$ cat config.mk
export PLATFORM = sky130hd
export DESIGN_NAME = ps2_rx
export DESIGN_NICKNAME = d
export VERILOG_FILES = /design/src/rtl/ps2_pkg.sv /design/src/rtl/ps2_line_filter.sv /design/src/rtl/ps2_rx.sv
export SDC_FILE = /design/constraint.sdc
export NUM_CORES = 1
export LEC_CHECK = 0
export CAP_MARGIN = 20
export CORE_UTILIZATION = 45
export DETAILED_ROUTE_END_ITERATION = 12
export GPL_ROUTABILITY_DRIVEN = 0
export PLACE_DENSITY = 0.72
export SYNTH_ARGS = -nofsm -noshare
export SYNTH_HDL_FRONTEND = slang
export SYNTH_HIERARCHICAL = 1
export SYNTH_SLANG_ARGS = --single-unit
$ cat constraint.sdc
create_clock -name clk -period 2.2 [get_ports clk]
set_input_delay 0.55 -clock clk [delete_from_list [all_inputs] [get_ports clk]]
set_output_delay 0.55 -clock clk [all_outputs]
set_load 0.02 [all_outputs]
$ cat src/rtl/ps2_pkg.sv
// Shared types and constants for the PS/2 host receiver.
package ps2_pkg;

  typedef enum logic [1:0] {
    IDLE   = 2'd0,
    DATA   = 2'd1,
    PARITY = 2'd2,
    STOP   = 2'd3
  } state_t;

  localparam logic [1:0] ERR_PARITY  = 2'd0;
  localparam logic [1:0] ERR_FRAME   = 2'd1;
  localparam logic [1:0] ERR_TIMEOUT = 2'd2;
  localparam logic [1:0] ERR_OVERRUN = 2'd3;

  localparam int DATA_BITS  = 8;
  localparam int FRAME_BITS = 11;

  // Odd parity: data ones plus the parity bit must be odd.
  function automatic logic parity_ok(input logic [DATA_BITS-1:0] d, input logic p);
    return ^{d, p};
  endfunction

endpackage

$ cat src/rtl/ps2_line_filter.sv
// 2-FF synchronizer followed by a glitch filter; the level only moves after
// FILTER_LEN consecutive samples disagree with it. Everything idles high.
module ps2_line_filter #(
  parameter int FILTER_LEN = 8
) (
  input  logic clk,
  input  logic rst_n,
  input  logic line,
  output logic level
);

  localparam int CW = $clog2(FILTER_LEN + 1);

  logic          sync0, sync1;
  logic [CW-1:0] cnt;

  always_ff @(posedge clk) begin
    if (!rst_n) begin
      sync0 <= 1'b1;
      sync1 <= 1'b1;
      level <= 1'b1;
      cnt   <= '0;
    end else begin
      sync0 <= line;
      sync1 <= sync0;
      if (sync1 == level) begin
        cnt <= '0;
      end else if (cnt == CW'(FILTER_LEN - 1)) begin
        level <= sync1;
        cnt   <= '0;
      end else begin
        cnt <= cnt + 1'b1;
      end
    end
  end

endmodule

$ cat src/rtl/ps2_rx.sv
// PS/2 host receiver: filters the pads, deframes 11-bit frames into a
// one-entry valid/ready buffer and holds the bus clock low while it is full.
module ps2_rx
  import ps2_pkg::*;
#(
  parameter int FILTER_LEN     = 8,
  parameter int TIMEOUT_CYCLES = 50000
) (
  input  logic       clk,
  input  logic       rst_n,
  input  logic       ps2_clk_in,
  input  logic       ps2_data_in,
  output logic [7:0] rx_data,
  output logic       rx_valid,
  input  logic       rx_ready,
  output logic       rx_err,
  output logic [1:0] rx_err_code,
  output logic       clk_inhibit
);

  localparam int TW = $clog2(TIMEOUT_CYCLES + 1);

  logic          clk_f, data_f, clk_f_d, fall;
  state_t        state, state_next;
  logic [7:0]    shreg;
  logic [2:0]    bit_cnt;
  logic          par_bit;
  logic [TW-1:0] timer;
  logic          timeout;
  logic          start, shift, cap_par, load, err_fire;
  logic [1:0]    err_next;

  ps2_line_filter #(.FILTER_LEN(FILTER_LEN)) u_clk_filt (
    .clk   (clk),
    .rst_n (rst_n),
    .line  (ps2_clk_in),
    .level (clk_f)
  );

  ps2_line_filter #(.FILTER_LEN(FILTER_LEN)) u_data_filt (
    .clk   (clk),
    .rst_n (rst_n),
    .line  (ps2_data_in),
    .level (data_f)
  );

  assign fall    = clk_f_d & ~clk_f;
  assign timeout = (state != IDLE) && !fall && (timer == TW'(TIMEOUT_CYCLES - 1));

  always_ff @(posedge clk) begin
    if (!rst_n) state <= IDLE;
    else        state <= state_next;
  end

  always_comb begin
    state_next = state;
    if (timeout) begin
      state_next = IDLE;
    end else if (fall) begin
      case (state)
        IDLE:    if (!data_f) state_next = DATA;
        DATA:    if (bit_cnt == 3'(DATA_BITS - 1)) state_next = PARITY;
        PARITY:  state_next = STOP;
        STOP:    state_next = IDLE;
        default: state_next = IDLE;
      endcase
    end
  end

  // Stop-bit checks are prioritised framing, then parity, then overrun.
  always_comb begin
    start    = (state == IDLE) && fall && !data_f;
    shift    = (state == DATA) && fall;
    cap_par  = (state == PARITY) && fall;
    load     = 1'b0;
    err_fire = 1'b0;
    err_next = ERR_PARITY;
    if (timeout) begin
      err_fire = 1'b1;
      err_next = ERR_TIMEOUT;
    end else if ((state == STOP) && fall) begin
      if (!data_f) begin
        err_fire = 1'b1;
        err_next = ERR_FRAME;
      end else if (!parity_ok(shreg, par_bit)) begin
        err_fire = 1'b1;
        err_next = ERR_PARITY;
      end else if (rx_valid) begin
        err_fire = 1'b1;
        err_next = ERR_OVERRUN;
      end else begin
        load = 1'b1;
      end
    end
  end

  always_ff @(posedge clk) begin
    if (!rst_n) begin
      clk_f_d     <= 1'b1;
      timer       <= '0;
      bit_cnt     <= '0;
      shreg       <= '0;
      par_bit     <= 1'b0;
      rx_data     <= '0;
      rx_valid    <= 1'b0;
      rx_err      <= 1'b0;
      rx_err_code <= '0;
      clk_inhibit <= 1'b0;
    end else begin
      clk_f_d <= clk_f;
      if (fall || timeout || (state == IDLE)) timer <= '0;
      else                                    timer <= timer + 1'b1;
      if (start) bit_cnt <= '0;
      if (shift) begin
        shreg   <= {data_f, shreg[7:1]};
        bit_cnt <= bit_cnt + 1'b1;
      end
      if (cap_par) par_bit <= data_f;
      rx_err <= err_fire;
      if (err_fire) rx_err_code <= err_next;
      if (load) begin
        rx_data  <= shreg;
        rx_valid <= 1'b1;
      end else if (rx_valid && rx_ready) begin
        rx_valid <= 1'b0;
      end
      // Drives the ps2_clk tri-state enable at the pad (data input tied 0).
      clk_inhibit <= rx_valid;
    end
  end

endmodule

; Word-level counts from Yosys, hierarchy flattened
; Index checks and enable logic that the tools add are counted.
; W data, S select, Z words.
[totals]
regBits = 58
out_inout_bits = 13
elab_cells = 85
[classes]
add_sub_neg = 4
eq_ne = 11
muxes = 22
bitwise = 5
reduce_logical = 24
[ops]
columns = operator, count
row1 = $add A16 B1 Y16 const B, 1
row2 = $eq A16 B16 Y1 const B, 1
row3 = $mux W2, 7
row4 = $mux W1, 12
row5 = $reduce_xor A9 Y1, 1
row6 = $add A4 B1 Y4 const B, 2
row7 = $eq A4 B3 Y1 const B, 2
row8 = $logic_and A1 B1 Y1, 8
row9 = $pmux W2 S4, 1
row10 = $mux W3, 2
row11 = $reduce_bool A2 Y1, 3
row12 = $reduce_or A3 Y1, 2
row13 = $eq A2 B2 Y1 const B, 2
row14 = $ne A2 B2 Y1 const B, 2
row15 = $not A1 Y1, 4
row16 = $reduce_and A2 Y1, 2
row17 = $reduce_or A2 Y1, 2
row18 = $add A3 B1 Y3 const B, 1
row19 = $eq A3 B3 Y1 const B, 1
row20 = $reduce_and A3 Y1, 1
row21 = $eq A1 B1 Y1, 2
row22 = $eq A2 B1 Y1 const B, 1
row23 = $logic_not A1 Y1, 2
row24 = $logic_not A2 Y1, 1
row25 = 2 further kinds, 3

; Longest topological paths before layout
; Gate-level depths: netlist (run 1).
[logic_depth]
word_depth = 8
ltp_mapped = 6
mapped_depth_nobuf = 6

; By module
; The synthesis (run 1) kept the hierarchy.
[by_module_without_submodules]
columns = module, n_inst, cells_per_inst, area_each_um2
row1 = ps2_rx, 1, 223, 2068.2
row2 = ps2_line_filter, 2, 23, 245.2

; Least setup slack after synthesis (run 1)
; Ideal clock, no wire load.
[synth_timing]
path_type = reg-to-reg
from = register timer[10]
to = register timer[2]
setup_ns = 0.115
arrival_time_ns = 1.676
path_slack_ns = 0.409
path_stages_with_launch = 6
path_cell_list = dfxtp_1 -> or4b_1 -> or4_4 -> nand3_4 -> buf_12 -> nor2_2
[synth_via]
elab_chain_len = 5
[synth_rtl]
columns = item, line_no
row1 = start: declaration, ps2_rx.sv:28  ; logic [TW-1:0] timer;
row2 = start signal: assignment, ps2_rx.sv:112  ; else timer <= timer + 1'b1;
row3 = $eq A16 B16 Y1, ps2_rx.sv:48  ; assign timeout = (state != IDLE) && !fall && (timer == TW'(TIMEOUT_CYCLES - 1));
row4 = $logic_and A1 B1 Y1, ps2_rx.sv:48
row5 = $logic_or A1 B1 Y1 (2 in a row), ps2_rx.sv:111  ; if (fall || timeout || (state == IDLE)) timer <= '0;
row6 = $reduce_or A2 Y1 (no source line), n/a
; No other way between the ends.
; A chain may end at the register's enable or synchronous reset.

; Worst setup path in the final report (run 1)
[layout_timing]
from = register shreg[0]
to = register rx_data[0]
[layout_via]
elab_chain_len = 5
[layout_rtl]
columns = item, line_no
row1 = start: declaration, ps2_rx.sv:25  ; logic [7:0] shreg;
row2 = start signal: assignment, ps2_rx.sv:115  ; shreg <= {data_f, shreg[7:1]};
row3 = $reduce_xor A9 Y1, ps2_pkg.sv:21  ; return ^{d, p};
row4 = $mux W1, ps2_rx.sv:85  ; end else if (!parity_ok(shreg, par_bit)) begin
row5 = $mux W1, ps2_rx.sv:82  ; if (!data_f) begin
row6 = $mux W1, ps2_rx.sv:81  ; end else if ((state == STOP) && fall) begin
row7 = $mux W1, ps2_rx.sv:78  ; if (timeout) begin
row8 = end signal: assignment, ps2_rx.sv:122  ; rx_data <= shreg;
row9 = end: declaration, ps2_rx.sv:13  ; output logic [7:0] rx_data,
; Several ways; a longest one is shown, not always the timed one.

==> flow_summary.ini, run 1 <==
[routing]
drt_first_pass_iters = 4
drtAntennaViolNets = 0
vias_per_cell = 5.03
routed_wl_mm = 4.37
wl_per_cell_um = 11.8
drc = 0
drtIter0Drc = 124
vias = 1866

[timing]
final_hold_viol_count = 0
clock.fmax_ghz = 0.527
min_period_over_period_pct = 86.3
rsz0062_at_grt = no
finalClockSkew_ps = 6.35
setup_violations = 0
period_needed_ps = 1900
slew_viol_final = 0
setup-tns-final_ps = 0
worst-slew-pin-transition_ps = 598
slew_headroom_pct = 59.8

[synth]
syn_nets = 283
synth-seq-cells = 58
synth_area_sq_mm = 0.00256
async_flop_share_pct = 0
synth_edf_count = 0
synth_top_area_share_pct = 45.4
synthMostInstantiatedCell = dfxtp_1
yosys_warnings = 6
synth.largest_area_cell = dfxtp_1
synth_cells = 269
ys_seq_area_share_pct = 45.4
synth_cell_type_count = 46
netlist_top_cells_area = dfxtp_1 (45%), nand2_1 (6.6%), mux2i_1 (4.7%)
synth_flop_cell = dfxtp_1
synth_common_cells = dfxtp_1 (58), nand2_1 (45), nor2_1 (15)
synth.avg_cell_area_sq_um = 9.51

[cells_and_area]
n_antenna_cell = 0
multi_input_area_sq_mm = 0.00133
area_growth_pct = 15.9
fin_cells = 371
nFillCells = 486
drive_gt1_share_pct = 11.4
regArea_sq_mm = 0.00116
fin_nets = 308
finish.instance_area_sq_mm = 0.00297

[power_and_ir_drop]
power.density_mw_per_mm2 = 646
pwr-share-seq_pct = 55.2
leakagePower_nw = 1.05
combPwrFrac_pct = 1.6
ir_drop_mv = 0.317
p_clk_share_pct = 43.3
p_int_w = 0.00150
p_sw_share_pct = 21.6
p_switching_w = 0.000414

[grt]
grt_max_degree = 19
grt-ovfl-total = 0
grt_pass1_wl_mm = 7.79
antenna_found_initial = 0
grt_use_total_pct = 16.6
grt_pass1_vias = 1851

[setup_path]
r2r_cells = 4
r2r_slack_ps = 300
path_class = reg -> reg
worstPathMaxFanout = 9
cp.buffers_inverters = 0
critical_path.cell_chain = xnor3_1, or3_1, mux2i_4, mux2i_1
critPathRequiredTime_ps = 2460
worstSetupStartpointType = flip-flop
arrival_ps = 2150
critPathMaxStageDelay_ps = 440
cp_slowest_cell = xnor3_1
crit_family = multiplexers
worst_setup_path_end_kind = flip-flop
worstSetupPathDepth = 4

[floorplan]
rows = 27
dieArea_sq_mm = 0.00599
io_pins = 18
fp.coreArea_sq_mm = 0.00551
dieWidth_um = 77.4
initial_utilization_pct = 46.5
fp.dieH_um = 77.4

[place]
io_buffer_count = 17
dp_hpwl_mm = 3.01
post-place-cells = 355
placed_area_sq_mm = 0.00280

[min_path]
min_path_cells = 1
hp-class = reg -> reg

[clock_tree]
cts-root-buf = clkbuf_8
ctsHoldBuffers = 0
postCtsSetupBuffers = 0
cts_tree = yes
worstSkewPairLatency_ps = 330
clkTransAtPathRegs_ps = 60
post_cts_resize_count = 0
clockBufferDepth = 2
cts_buffers = 9
cts-htree-levels = 3
cts.sinks = 58

[status]
status = completed

[run]
maxCapViolCount = 0
[layout by cell type (no fill, tap or decap), drive strengths merged, types with 2 or more instances in the layout]
cell type / instances
xor2: 13
and3: 2
clkinv: 3
or4b: 2
o21ai: 3
nor2: 25
nor2b: 3
and4: 2
dfxtp: 58
nand4: 5
or3: 2
ha: 9
clkdlybuf4s50: 17
and2: 5
buf: 3
a21oi: 14
or4bb: 2
nor4: 2
or4: 2
mux2i: 13
nand2b: 7
nand3b: 3
clkbuf: 13
nand2: 45
xnor3: 2
nand3: 11
xnor2: 8
nor3: 2
a22oi: 3
inv: 7
[logic make-up (layout without fill, tap and decap cells)]
logic type	after synthesis	count (layout)	share of synthesized area [%]
multiplexers	14	14	6.01
buffers and inverters	13	43	2.54
XOR/XNOR	23	23	8.95
adder cells (fa/ha/maj)	9	9	4.40
flip-flops	58	58	45.4
AO/OA/AOI/OAI	28	28	6.75
AND/OR/NAND/NOR	124	124	26.0
[per-stage QoR]
| stage | utilization, % | hold slack [ps] | total power (W) | setup slack [ps] |
|---|---|---|---|---|
| finish | 53.9 | 410 | 0.00192 | 301 |
| global route | 53.9 | 438 | 0.00199 | 164 |
| CTS | 53.9 | 411 | 0.00194 | 268 |
| detailed placement | 50.9 | 396 | 0.00111 | 280 |
| global placement | 50.9 | 390 | 0.00111 | 354 |
| floorplan | - | 386 | 0.00109 | 409 |
[per-layer routing]
metal  vias to the layer above  wire (um)  part of all wire [%]  global-route usage [%]
li1                        973          -                     -                       -
met1                       863       2160                    50                    19.5
met2                        23       1980                    45                    26.4
met3                         7        158                   3.6                    6.71
met4                         0         68                   1.6                    7.92
met5                         -          0                     0                       0
[worst paths after layout]
path,start,end
setup reg to reg,shreg[0],rx_data[0]
hold / removal,u_data_filt/sync0,u_data_filt/sync1
setup / recovery,shreg[0],rx_data[0]
hold reg to reg,u_data_filt/sync0,u_data_filt/sync1
[power groups by stage]
stage	combinational (W)	clock [W]	sequential [W]
2_1_floorplan	0.0000138	0	0.00108
3_3_place_gp	0.0000292	0	0.00108
3_5_place_dp	0.0000300	0	0.00108
4_1_cts	0.0000302	0.000851	0.00106
5_1_grt	0.0000340	0.000895	0.00106
6_report	0.0000300	0.000829	0.00106
[worst reg2reg max path, cell delays in order, from the launching register on]
cell     delay (ps)
dfxtp_1         350
xnor3_1         440
or3_1           370
mux2i_4         400
mux2i_1         270
[area by class of cell]
class                           instances  area share (%)
Clock inverter                          3           0.506
Clock buffer                           13            5.02
Multi-Input combinational cell        198            44.9
Sequential cell                        58            39.1
Timing Repair Buffer                   20            6.50
Tap cell                               72            3.04
Inverter                                7           0.886
[sequential cells by signal (all words and copies together), names as in the netlist, 2 cells and up]
register,count
shreg,8
u_data_filt/cnt,4
bit_cnt,3
timer,16
state,2
rx_err_code,2
u_clk_filt/cnt,4
rx_data,8
No activity file was read; power rests on OpenSTA's default activity.
==> run 2, diff against run 1 <==
--- a/config.mk
+++ b/config.mk
@@ -5,12 +5,12 @@
 export SDC_FILE = /design/constraint.sdc
 export NUM_CORES = 1
 export LEC_CHECK = 0
-export CAP_MARGIN = 20
-export CORE_UTILIZATION = 45
+export CORE_UTILIZATION = 55
 export DETAILED_ROUTE_END_ITERATION = 12
 export GPL_ROUTABILITY_DRIVEN = 0
-export PLACE_DENSITY = 0.72
+export PLACE_DENSITY = 0.83
 export SYNTH_ARGS = -nofsm -noshare
 export SYNTH_HDL_FRONTEND = slang
 export SYNTH_HIERARCHICAL = 1
 export SYNTH_SLANG_ARGS = --single-unit
+export TNS_END_PERCENT = 1
==> flow_summary.ini, run 2 (synthesis gave the netlist of run 1 again) <==
[timing]
setup-tns-final_ps = 0
setup_violations = 0
slew_headroom_pct = 58.1
final_hold_viol_count = 0
clock.fmax_ghz = 0.520
finalClockSkew_ps = 10.6
min_period_over_period_pct = 87.5
rsz0062_at_grt = no
slew_viol_final = 0
worst-slew-pin-transition_ps = 623
period_needed_ps = 1920

[setup_path]
worstPathMaxFanout = 7
path_class = reg -> reg
arrival_ps = 2130
rr_endpoint = rx_err_code[0]
worst_setup_path_end_kind = flip-flop
worstSetupStartpointType = flip-flop
critPathRequiredTime_ps = 2400
crit_start = timer[6]
r2r_cells = 4
reg2reg_from = timer[6]
r2r_slack_ps = 280

[routing]
drtAntennaViolNets = 0
vias = 1863
wl_per_cell_um = 12.6
drc = 0
routed_wl_mm = 4.38
drtIter0Drc = 93
vias_per_cell = 5.34
drt_first_pass_iters = 4

[power_and_ir_drop]
ir_drop_mv = 0.395
combPwrFrac_pct = 1.4
pwr-share-seq_pct = 51.7
p_switching_w = 0.000410
p_clk_share_pct = 46.9
leakagePower_nw = 1.06
p_int_w = 0.00163
power.density_mw_per_mm2 = 689
p_sw_share_pct = 20.1

[cells_and_area]
drive_gt1_share_pct = 11.8
regMostFlops = timer
fin_cells = 349
n_antenna_cell = 0
final_common_cell = dfxtp_1
largestRegisters = timer x16, rx_data x8, shreg x8
layout_common_cells = dfxtp_1 (58), nand2_1 (45), clkdlybuf4s50_1 (17)
area_growth_pct = 16.0
largest_reg_flops = 16
fin_nets = 308

[floorplan]
fp.dieH_um = 70.2
initial_utilization_pct = 58.0
rows = 24
fp.coreArea_sq_mm = 0.00441
dieArea_sq_mm = 0.00493
io_pins = 18
dieWidth_um = 70.2

[clock_tree]
ctsHoldBuffers = 0
post_cts_resize_count = 0
postCtsSetupBuffers = 0
cts-htree-levels = 3
cts_tree = yes
clockBufferDepth = 2
clkTransAtPathRegs_ps = 60
worstSkewPairLatency_ps = 330
cts.sinks = 58
cts_buffers = 9
cts-root-buf = clkbuf_8

[place]
dp_hpwl_mm = 3.11
post-place-cells = 335
io_buffer_count = 17

[grt]
grt_pass1_wl_mm = 7.77
grt_use_total_pct = 20.5
grt-ovfl-total = 0
grt_max_degree = 19
antenna_found_initial = 0
grt_pass1_vias = 1820

[min_path]
min_path_cells = 1
hp-start = u_clk_filt/sync0
worstHoldEndpoint = u_clk_filt/sync1
hp-class = reg -> reg

[run]
maxCapViolCount = 0

[status]
status = completed
-- run 2: power groups by stage --
stage / Clock (W) / Sequential, W / Combinational, W
final: 0.000959 / 0.00106 / 0.0000291
after global routing: 0.00104 / 0.00106 / 0.0000326
after CTS: 0.000978 / 0.00106 / 0.0000294
after detailed placement: 0 / 0.00108 / 0.0000294
after global placement: 0 / 0.00108 / 0.0000292
after floorplan: 0 / 0.00108 / 0.0000138
-- run 2: metrics by stage --
stage	power [W]	utilization [%]	cell area (sq um)	hold slack, ps	setup WS [ps]
global route	0.00213	67.3	2970	425	153
CTS	0.00206	67.3	2970	416	287
detailed placement	0.00111	62.9	2780	400	300
finish	0.00205	67.3	2970	410	275
global placement	0.00111	62.9	2780	394	357
floorplan	0.00109	-	2560	386	409
-- run 2: cell type report --
class / count / area (sq um)
well taps: 52 / 65.1
clock buffers: 11 / 151
fillers: 347 / 1450
clock inverters: 3 / 40.0
multi-input cells: 198 / 1330
inverters: 7 / 26.3
flip-flops and latches: 58 / 1160
repair buffers: 20 / 193
-- run 2: worst max path at each step --
stage / endpoint / slack [ps]
finish: rx_err_code[0] / 280
global route: rx_err / 150
CTS: rx_err_code[0] / 290
detailed placement: rx_err_code[0] / 300
global placement: timer[9] / 360
floorplan: timer[2] / 410
-- run 2: critical path, stage by stage, from the launching register on --
cell and delay [ps]:
dfxtp_1 440, or4b_1 490, or4_4 520, o21ai_1 250
a311oi_1 90
-- run 2: per-layer routing --
metal | track usage [%] | wire length (um) | up-vias
met5 | 0 | 0 | -
met4 | 15.8 | 129 | 0
met3 | 5.34 | 169 | 12
met2 | 31.5 | 2030 | 35
met1 | 24.2 | 2050 | 848
li1 | - | - | 968
